<file path="config.mk">
export PLATFORM = sky130hd
export DESIGN_NAME = association_neuron
export DESIGN_NICKNAME = d
export VERILOG_FILES = /design/src/rtl/assoc_pkg.sv /design/src/rtl/spike_window.sv /design/src/rtl/association_neuron.sv
export SDC_FILE = /design/constraint.sdc
export NUM_CORES = 1
export LEC_CHECK = 0
export ABC_AREA = 1
export BUFFER_PORTS_ARGS = -buffer_cell sky130_fd_sc_hd__buf_4
export CAP_MARGIN = 20
export CORE_ASPECT_RATIO = 0.9
export CORE_UTILIZATION = 50
export CTS_CLUSTER_SIZE = 20
export DETAILED_ROUTE_END_ITERATION = 10
export MAX_ROUTING_LAYER = met4
export PLACE_DENSITY = 0.68
export SETUP_SLACK_MARGIN = 0.4
export SYNTH_ARGS = -nofsm -noshare
export SYNTH_HDL_FRONTEND = slang
export SYNTH_SLANG_ARGS = --single-unit
</file>
<file path="constraint.sdc">
create_clock -name CLK104MHZ -period 5.5 [get_ports CLK104MHZ]
set_input_delay 1.65 -clock CLK104MHZ [delete_from_list [all_inputs] [get_ports CLK104MHZ]]
set_output_delay 1.65 -clock CLK104MHZ [all_outputs]
set_load 0.02 [all_outputs]
</file>
<file path="src/rtl/assoc_pkg.sv">
// Shared state encoding and width constants for the association neuron.
package assoc_pkg;

    localparam int ASSOC_W_WIDTH = 12;
    localparam int ASSOC_P_WIDTH = ASSOC_W_WIDTH + 1;

    localparam logic [ASSOC_W_WIDTH-1:0] WEIGHT_MAX = '1;
    localparam logic [ASSOC_P_WIDTH-1:0] POT_MAX    = '1;

    typedef enum logic [1:0] {
        IDLE    = 2'd0,
        FIRE    = 2'd1,
        REFRACT = 2'd2
    } state_e;

endpackage

</file>
<file path="src/rtl/spike_window.sv">
// Rising-edge detector for one detector enable plus its coincidence-window down-counter.
module spike_window #(
    parameter int COINC_WINDOW = 1040
) (
    input  logic clk_i,
    input  logic rst_ni,
    input  logic in_i,
    input  logic clear_i,
    output logic rise_o,
    output logic active_o
);

    localparam int CW = $clog2(COINC_WINDOW + 1);
    localparam logic [CW-1:0] LOAD = CW'(COINC_WINDOW);

    logic          prev_q;
    logic [CW-1:0] cnt_q;
    logic [CW-1:0] cnt_d;

    assign rise_o = in_i & ~prev_q;

    // The load cycle counts as the first window cycle, so a partner rise
    // up to COINC_WINDOW-1 cycles later still lands inside the window.
    assign active_o = (cnt_q > CW'(1));

    always_comb begin
        cnt_d = cnt_q;
        if (clear_i) begin
            cnt_d = '0;
        end else if (rise_o) begin
            cnt_d = LOAD;
        end else if (cnt_q != '0) begin
            cnt_d = cnt_q - CW'(1);
        end
    end

    always_ff @(posedge clk_i or negedge rst_ni) begin
        if (!rst_ni) begin
            prev_q <= 1'b0;
            cnt_q  <= '0;
        end else begin
            prev_q <= in_i;
            cnt_q  <= cnt_d;
        end
    end

endmodule

</file>
<file path="src/rtl/association_neuron.sv">
// Leaky integrate-and-fire output neuron that learns the bell synapse by food/bell coincidence.
// Optional feature: define ASSOC_DECAY_EN for slow extinction of an unpaired bell weight.
module association_neuron
    import assoc_pkg::*;
#(
    parameter int                 W_WIDTH        = ASSOC_W_WIDTH,
    parameter logic [W_WIDTH-1:0] S1_WEIGHT      = 12'hFFF,
    parameter logic [W_WIDTH-1:0] S2_INIT        = 12'h000,
    parameter logic [W_WIDTH:0]   THRESHOLD      = 13'h0800,
    parameter logic [W_WIDTH-1:0] LEARN_STEP     = 12'h040,
    parameter int                 COINC_WINDOW   = 1040,
    parameter int                 LEAK_PERIOD    = 1024,
    parameter logic [W_WIDTH:0]   LEAK_STEP      = 13'h0010,
    parameter int                 REFRACT_CYCLES = 104
) (
    input  logic               CLK104MHZ,
    input  logic               CPU_RESETN,
    input  logic               N1S1_OUT,
    input  logic               N2S2_OUT,
    output logic               fire_out,
    output logic [W_WIDTH-1:0] s2_weight,
    output logic [W_WIDTH:0]   potential,
    output logic               learned
);

    localparam int LW = (LEAK_PERIOD > 1) ? $clog2(LEAK_PERIOD) : 1;
    localparam int RW = $clog2(REFRACT_CYCLES + 2);
    localparam logic [W_WIDTH:0]   POT_SAT = {(W_WIDTH + 1){1'b1}};
    localparam logic [W_WIDTH-1:0] W_SAT   = {W_WIDTH{1'b1}};

    state_e             state_q, state_d;
    logic [RW-1:0]      refr_q, refr_d;
    logic [LW-1:0]      leak_q;
    logic               leak_tick;
    logic [W_WIDTH:0]   pot_q, pot_d, pot_sum;
    logic [W_WIDTH+1:0] sum_full;
    logic [W_WIDTH-1:0] s2_q, s2_d;
    logic [W_WIDTH:0]   s2_inc;
    logic               learned_q;
    logic               rise1, rise2, act1, act2, pairing;

    spike_window #(.COINC_WINDOW(COINC_WINDOW)) u_food (
        .clk_i    (CLK104MHZ),
        .rst_ni   (CPU_RESETN),
        .in_i     (N1S1_OUT),
        .clear_i  (pairing),
        .rise_o   (rise1),
        .active_o (act1)
    );

    spike_window #(.COINC_WINDOW(COINC_WINDOW)) u_bell (
        .clk_i    (CLK104MHZ),
        .rst_ni   (CPU_RESETN),
        .in_i     (N2S2_OUT),
        .clear_i  (pairing),
        .rise_o   (rise2),
        .active_o (act2)
    );

    assign pairing   = (rise1 & rise2) | (rise1 & act2) | (rise2 & act1);
    assign leak_tick = (leak_q == LW'(LEAK_PERIOD - 1));

    // Extra top bit of sum_full catches overflow beyond the potential range.
    always_comb begin
        sum_full = {1'b0, pot_q};
        if (rise1) sum_full = sum_full + {2'b00, S1_WEIGHT};
        if (rise2) sum_full = sum_full + {2'b00, s2_q};
        pot_sum = sum_full[W_WIDTH+1] ? POT_SAT : sum_full[W_WIDTH:0];
    end

    always_comb begin
        pot_d = pot_q;
        case (state_q)
            IDLE: begin
                if (rise1 | rise2) begin
                    pot_d = pot_sum;
                end else if (leak_tick) begin
                    pot_d = (pot_q >= LEAK_STEP) ? (pot_q - LEAK_STEP) : '0;
                end
            end
            FIRE:    pot_d = '0;
            default: pot_d = pot_q;
        endcase
    end

`ifdef ASSOC_DECAY_EN
    logic [19:0] decay_q;
    logic        decay_tick;

    assign decay_tick = (&decay_q) & ~pairing;

    always_ff @(posedge CLK104MHZ or negedge CPU_RESETN) begin
        if (!CPU_RESETN) begin
            decay_q <= '0;
        end else if (pairing) begin
            decay_q <= '0;
        end else begin
            decay_q <= decay_q + 20'd1;
        end
    end
`endif

    assign s2_inc = {1'b0, s2_q} + {1'b0, LEARN_STEP};

    always_comb begin
        s2_d = s2_q;
`ifdef ASSOC_DECAY_EN
        if (decay_tick && (s2_q > S2_INIT)) s2_d = s2_q - W_WIDTH'(1);
`endif
        if (pairing) s2_d = s2_inc[W_WIDTH] ? W_SAT : s2_inc[W_WIDTH-1:0];
    end

    always_comb begin
        state_d = state_q;
        refr_d  = refr_q;
        case (state_q)
            IDLE: begin
                if (pot_q >= THRESHOLD) state_d = FIRE;
            end
            FIRE: begin
                refr_d  = RW'(REFRACT_CYCLES);
                state_d = (REFRACT_CYCLES == 0) ? IDLE : REFRACT;
            end
            REFRACT: begin
                if (refr_q != '0) refr_d = refr_q - RW'(1);
                if (refr_q <= RW'(1)) state_d = IDLE;
            end
            default: state_d = IDLE;
        endcase
    end

    always_comb begin
        fire_out = (state_q == FIRE);
    end

    always_ff @(posedge CLK104MHZ or negedge CPU_RESETN) begin
        if (!CPU_RESETN) begin
            state_q   <= IDLE;
            refr_q    <= '0;
            leak_q    <= '0;
            pot_q     <= '0;
            s2_q      <= S2_INIT;
            learned_q <= ({1'b0, S2_INIT} >= THRESHOLD);
        end else begin
            state_q   <= state_d;
            refr_q    <= refr_d;
            leak_q    <= leak_tick ? '0 : (leak_q + LW'(1));
            pot_q     <= pot_d;
            s2_q      <= s2_d;
            learned_q <= ({1'b0, s2_d} >= THRESHOLD);
        end
    end

    assign s2_weight = s2_q;
    assign potential = pot_q;
    assign learned   = learned_q;

endmodule

</file>
# --- Word-level counts from Yosys, hierarchy flattened ---
# Cells that the tools add are included.
totals:
  regBits: 69
  inputBits: 4
  out_inout_bits: 27
  word_cells: 73
op_classes:
  addsub: 8
  magnitude_cmp: 6
  n_eq_ne: 7
  mux: 21
  bitwise: 10
  reduce_logical: 11
op_table:
  columns: ["cell", "count"]
  rows:
  - ["11-bit two-way mux", 6]
  - ["13-bit two-way mux", 4]
  - ["14-bit two-way mux", 2]
  - ["13-bit case mux with 2 select lines", 1]
  - ["12-bit two-way mux", 2]
  - ["11-bit by 1-bit greater-than comparator with 1-bit output, second input constant", 2]
  - ["11-bit nonzero test", 2]
  - ["11-bit by 1-bit subtractor with 11-bit output, second input constant", 2]
  - ["13-bit by 12-bit adder with 14-bit output, second input constant", 1]
  - ["14-bit by 12-bit adder with 14-bit output", 1]
  - ["7-bit case mux with 2 select lines", 1]
  - ["12-bit by 7-bit adder with 13-bit output, second input constant", 1]
  - ["13-bit by 12-bit greater-or-equal comparator with 1-bit output, second input constant", 1]
  - ["13-bit by 5-bit greater-or-equal comparator with 1-bit output, second input constant", 1]
  - ["13-bit by 5-bit subtractor with 13-bit output, second input constant", 1]
  - ["12-bit greater-or-equal comparator, second input constant", 1]
  - ["10-bit by 1-bit adder with 10-bit output, second input constant", 1]
  - ["10-bit == test, second input constant", 1]
  - ["10-bit two-way mux", 1]
  - ["7-bit by 1-bit <= comparator with 1-bit output, second input constant", 1]
  - ["7-bit two-way mux", 1]
  - ["7-bit nonzero test", 1]
  - ["7-bit by 1-bit subtractor with 7-bit output, second input constant", 1]
  - ["2-bit != test, second input constant", 3]
  - ["12 further kinds", 24]

# --- Depth between registers and ports, before layout ---
logic_depth:
  ltp_word: 8
  ltp_mapped: 22
  depth_no_buf: 22

# --- Modules after synthesis ---
# A second synthesis with hierarchy kept.
hier_totals:
  hier_cells: 673
  area_unflattened_um2: 4858.4
modules_own_cells:
  columns: ["mod", "instances", "cells_per_inst", "area_per_inst_um2", "seq_area_each_um2"]
  rows:
  - ["association_neuron", 1, 487, 3419.5, 1126.1]
  - ["spike_window", 2, 93, 719.4, 300.3]

# --- Least setup slack after synthesis ---
# OpenSTA, ideal clock, no wires.
synth_path:
  path_type: "input to register"
  from: "input port N1S1_OUT"
  to: "register pot_q[3] (netlist: potential[3])"
  setup_ns: 0.117
  arrival_time_ns: 3.697
  slack_ns: 1.687
  path_stages: 20
  path_cell_list: "inv_1 -> nor2_1 -> buf_2 -> nand3_1 -> o21ai_0 -> nand2_1 -> ha_1 -> nand2_1 -> nor2_1 -> nand3_1 -> nand3_1 -> nand2_1 -> nand2_1 -> nand2_2 -> nand2_4 -> nand2_4 -> inv_2 -> nand2_1 -> nand2_1 -> nand2_1"
synth_between:
  elab_chain_len: 7
synth_lines:
  columns: ["item", "line_no", "text"]
  rows:
  - ["start: declaration", "association_neuron.sv:18", "input logic N1S1_OUT,"]
  - ["1-bit bitwise AND *", "spike_window.sv:20", "assign rise_o = in_i & ~prev_q;"]
  - ["14-bit two-way mux", "association_neuron.sv:66", "if (rise1) sum_full = sum_full + {2'b00, S1_WEIGHT};"]
  - ["14-bit by 12-bit adder with 14-bit output", "association_neuron.sv:67", "if (rise2) sum_full = sum_full + {2'b00, s2_q};"]
  - ["14-bit two-way mux", "association_neuron.sv:67", null]
  - ["13-bit two-way mux", "association_neuron.sv:68", "pot_sum = sum_full[W_WIDTH+1] ? POT_SAT : sum_full[W_WIDTH:0];"]
  - ["13-bit two-way mux", "association_neuron.sv:75", "if (rise1 | rise2) begin"]
  - ["13-bit case mux with 2 select lines", "association_neuron.sv:73", "case (state_q)"]
  - ["end signal: assignment", "association_neuron.sv:148", "pot_q <= pot_d;"]
  - ["end: declaration", "association_neuron.sv:35", "logic [W_WIDTH:0] pot_q, pot_d, pot_sum;"]
# Mark *: on every way between the ends. The rest lies on a longest branch, timed or not.
# A chain may end at the register's enable or synchronous reset.

# --- Final worst setup path ---
layout_path:
  from: "input port N1S1_OUT"
  to: "register pot_q[5] (netlist: potential[5])"
# The elaborated chain is that of the path after synthesis.

==> run_results.csv <==
group,metric,value,unit
detailed_routing,route.antenna.remaining_nets,0,
die,initial_core_util,0.527,
die,rows,33,
die,core_area,9330,µm²
synthesis,synth_async_sr_flop_share,1.00,
sta,setup_viol,0,
global_routing,grt_first_pass_wirelength,19.7,mm
synthesis,dominantRegCellSynth,"dfrtp_1",
detailed_routing,drt-total-wl,11.6,mm
detailed_routing,drc,0,
place,hpwlAfterDp,8.73,mm
synthesis,synth-seq-area-share,0.351,
die,die-width,106,µm
sta,clock_skew,0.0125,ns
cts,tritoncts,"done",
detailed_routing,initialDrtViolationCount,303,
synthesis,synthDistinctLibCells,49,
detailed_routing,num_vias,4486,
global_routing,grt_use_total,0.253,
critical_path,worst_setup_path_startpoint,"N1S1_OUT",
synthesis,synth-edff-count,0,
synthesis,post-synth-top-count-cell,"nand2_1",
cts,cts_max_level,3,
global_routing,globalRoute.totalOverflow,0,
critical_path,r2r_slack,2.24,ns
sta,grt_setup_unrepaired,"false",
status,run_status,"completed",
sta,worst-slew-pin-transition,0.886,ns
cts,cts.sink_count,69,
cts,postCtsHoldBufs,0,
cts,clkSlewWorstSetupHoldPaths,0.07,ns
critical_path,crit_path_max_incr_delay,0.41,ns
cts,clockBufferDepth,2,
die,vertical_die_dimension,96.0,µm
synthesis,ys_top_cells_by_count,"179 x nand2_1, 102 x inv_1, 69 x dfrtp_1",
global_routing,maximum_number_of_pins_on_one_net_before_global_route_repair,70,
cells_and_area,finish.net_count,742,
cells_and_area,area_growth_syn_to_layout,11.9,%
critical_path,critPathArrivalTime,4.34,ns
sta,post-route-period-util,0.747,
place,place.port_buffers,30,
critical_path,ff_to_ff_start,"potential[4]",
synthesis,synth.cell_area,4910,µm²
global_routing,first_global_vias,4066,
die,design.portCount,31,
synthesis,syn_avg_cell_area,7.27,µm²
flow_run,maxCapViolCount,0,
synthesis,syn_inst,676,
sta,max_slew_margin,0.409,
synthesis,yosys_register_bits,69,
cts,cts_made_buffers,9,
cts,cts_root_buffer,"clkbuf_8",
pwr,cellPowerDensity,615,nW/µm²
critical_path,most_numerous_cell_on_the_critical_path,"nand2_1",
cells_and_area,post_layout_nonfiller_instances,839,
cells_and_area,total_of_fill_cells_in_the_finished_design,912,
synthesis,yosys-top-cells-area,"dfrtp_1 35%, nand2_1 14%, inv_1 7.8%",
synthesis,yosysWarningCount,0,
global_routing,number_of_antenna_violations_at_the_first_check_in_global_routing,0,
pwr,maximum_vdd_drop,0.000278,V
cells_and_area,post_route_cells_drive_above_1_share,0.124,
sta,finalWorstPathRequiredPeriod,4.11,ns
sta,maximum_clock_rate,0.243,GHz
sta,final_hold_viol_count,0,
cts,post_cts_resized,0,
critical_path,critical_path_peak_fanout,11,
cts,worst_skew_pair.late_latency,0.35,ns
hold_path,hold_wc_path_type,"reg2reg",
synthesis,netlist.top_cell.by_area,"dfrtp_1",
sta,whs,0.483,ns
hold_path,min-delay-start,"refr_q[4]",
place,place.gp.congestion,0.940,
pwr,power.static_leakage,2.94,nW
cts,post-cts-setup-buffer-count,0,
critical_path,worstSetupStartpointType,"primary input",
cells_and_area,num_antenna_cells,0,
critical_path,worstPathRequired,5.73,ns
critical_path,timing.critical_path.cells,"buf_4, inv_1, nor2_1, buf_4, nand3_1, o21ai_0, o21ai_0, ha_1, nand2_1, inv_1, nand2_1, nand2_1, nand2_1, nand3_1, nand2_1, nand2_1, nand2_2, nand2_4, nand2_4, inv_2, nand2_1, nand2_1, nand2_1",
synthesis,synth_top_area_share,0.351,
critical_path,slowest_cell_on_the_critical_path,"ha_1",
detailed_routing,drt-wirelength-per-cell,13.8,µm
sta,fin_tns_setup,0,ns
detailed_routing,dr_pass1_iterations,5,
synthesis,mappedNetlistNets,705,
die,dieArea,10200,µm²
sta,maxSlewViolCount,0,
detailed_routing,detail_route.vias_per_cell,5.35,
critical_path,critPathCaptureType,"flip-flop",
critical_path,worst-setup-path-type,"in2reg",
place,placed_cells_incl_taps,824,
==> routing by layer <==
metal	vias up	routed length, µm	global-route usage
li1	2258	-	-
met1	2100	5510	0.336
met2	104	5280	0.394
met3	24	533	0.0467
met4	0	233	0.0753
met5	-	0	-
==> power by group <==
part           switching [mW]  total, mW  internal [mW]
clock                   0.206      0.474          0.268
combinational            1.27       1.99          0.719
sequential              0.218      0.911          0.693
total                    1.70       3.38           1.68
==> worst paths after layout <==
check	cells after the start	to
worst max register to register	17	potential[5]
worst min-delay path	1	refr_q[4]
worst max-delay path	23	potential[5]
min in group asynchronous	1	u_bell.cnt_q[3]
worst min register to register	1	refr_q[4]
max in group asynchronous	1	potential[5]
==> final cells by class <==
class	instances	area (µm²)	area share
repair buffers	32	240	0.0437
inverters	111	420	0.0765
clock buffers	10	138	0.0250
multi-input cells	490	2740	0.498
flip-flops and latches	69	1730	0.314
well taps	122	153	0.0278
clock inverters	5	82.6	0.0150
==> worst max-delay path, delay by kind of cell <==
family                     cells  cell delay, ns
AOI/OAI and AO/OA              2            0.41
and+or+nand+nor               15            1.35
buffers and inverters          5            0.50
adders and majority gates      1            0.41
==> cell usage in the layout, fill, tap and decap left out, types with 2 or more instances in the layout <==
cell type	count
a21oi_1	21
a31oi_1	5
buf_4	32
bufinv_16	2
clkbuf_8	10
clkinv_2	2
dfrtp_1	69
ha_1	24
inv_1	102
inv_2	7
inv_6	2
nand2_1	179
nand2_2	6
nand2_4	6
nand3_1	54
nand3_4	2
nand4_1	14
nor2_1	52
nor2_2	4
nor2_4	4
nor2_8	2
nor3_1	12
nor4_1	5
o21ai_0	38
o21ai_1	3
o21bai_1	7
o22ai_1	6
xnor2_1	7
xor2_1	20
==> kinds of logic after synthesis <==
kind of cell / Yosys count / synth area share
compound gates: 93 / 0.115
fa+ha+maj: 25 / 0.0652
xor+xnor: 27 / 0.0481
simple gates: 345 / 0.329
buf+inv: 117 / 0.0914
flops: 69 / 0.351
==> registers in the layout, indices dropped and copies added (netlist names), 2 cells and up <==
register and count:
potential 13, u_bell.cnt_q 11, state_q 2, u_food.cnt_q 11
leak_q 10, refr_q 7, s2_weight 12
==> metrics by stage <==
stage	util	setup WS [ns]	power (mW)	instance area, µm²
floorplan	-	1.69	2.35	4910
global placement	0.566	1.12	2.85	5280
detailed placement	0.566	1.10	2.89	5280
CTS	0.589	1.46	3.38	5500
global route	0.589	1.15	3.70	5500
finish	0.589	1.39	3.38	5500
No activity file was read; power rests on OpenSTA's default activity.
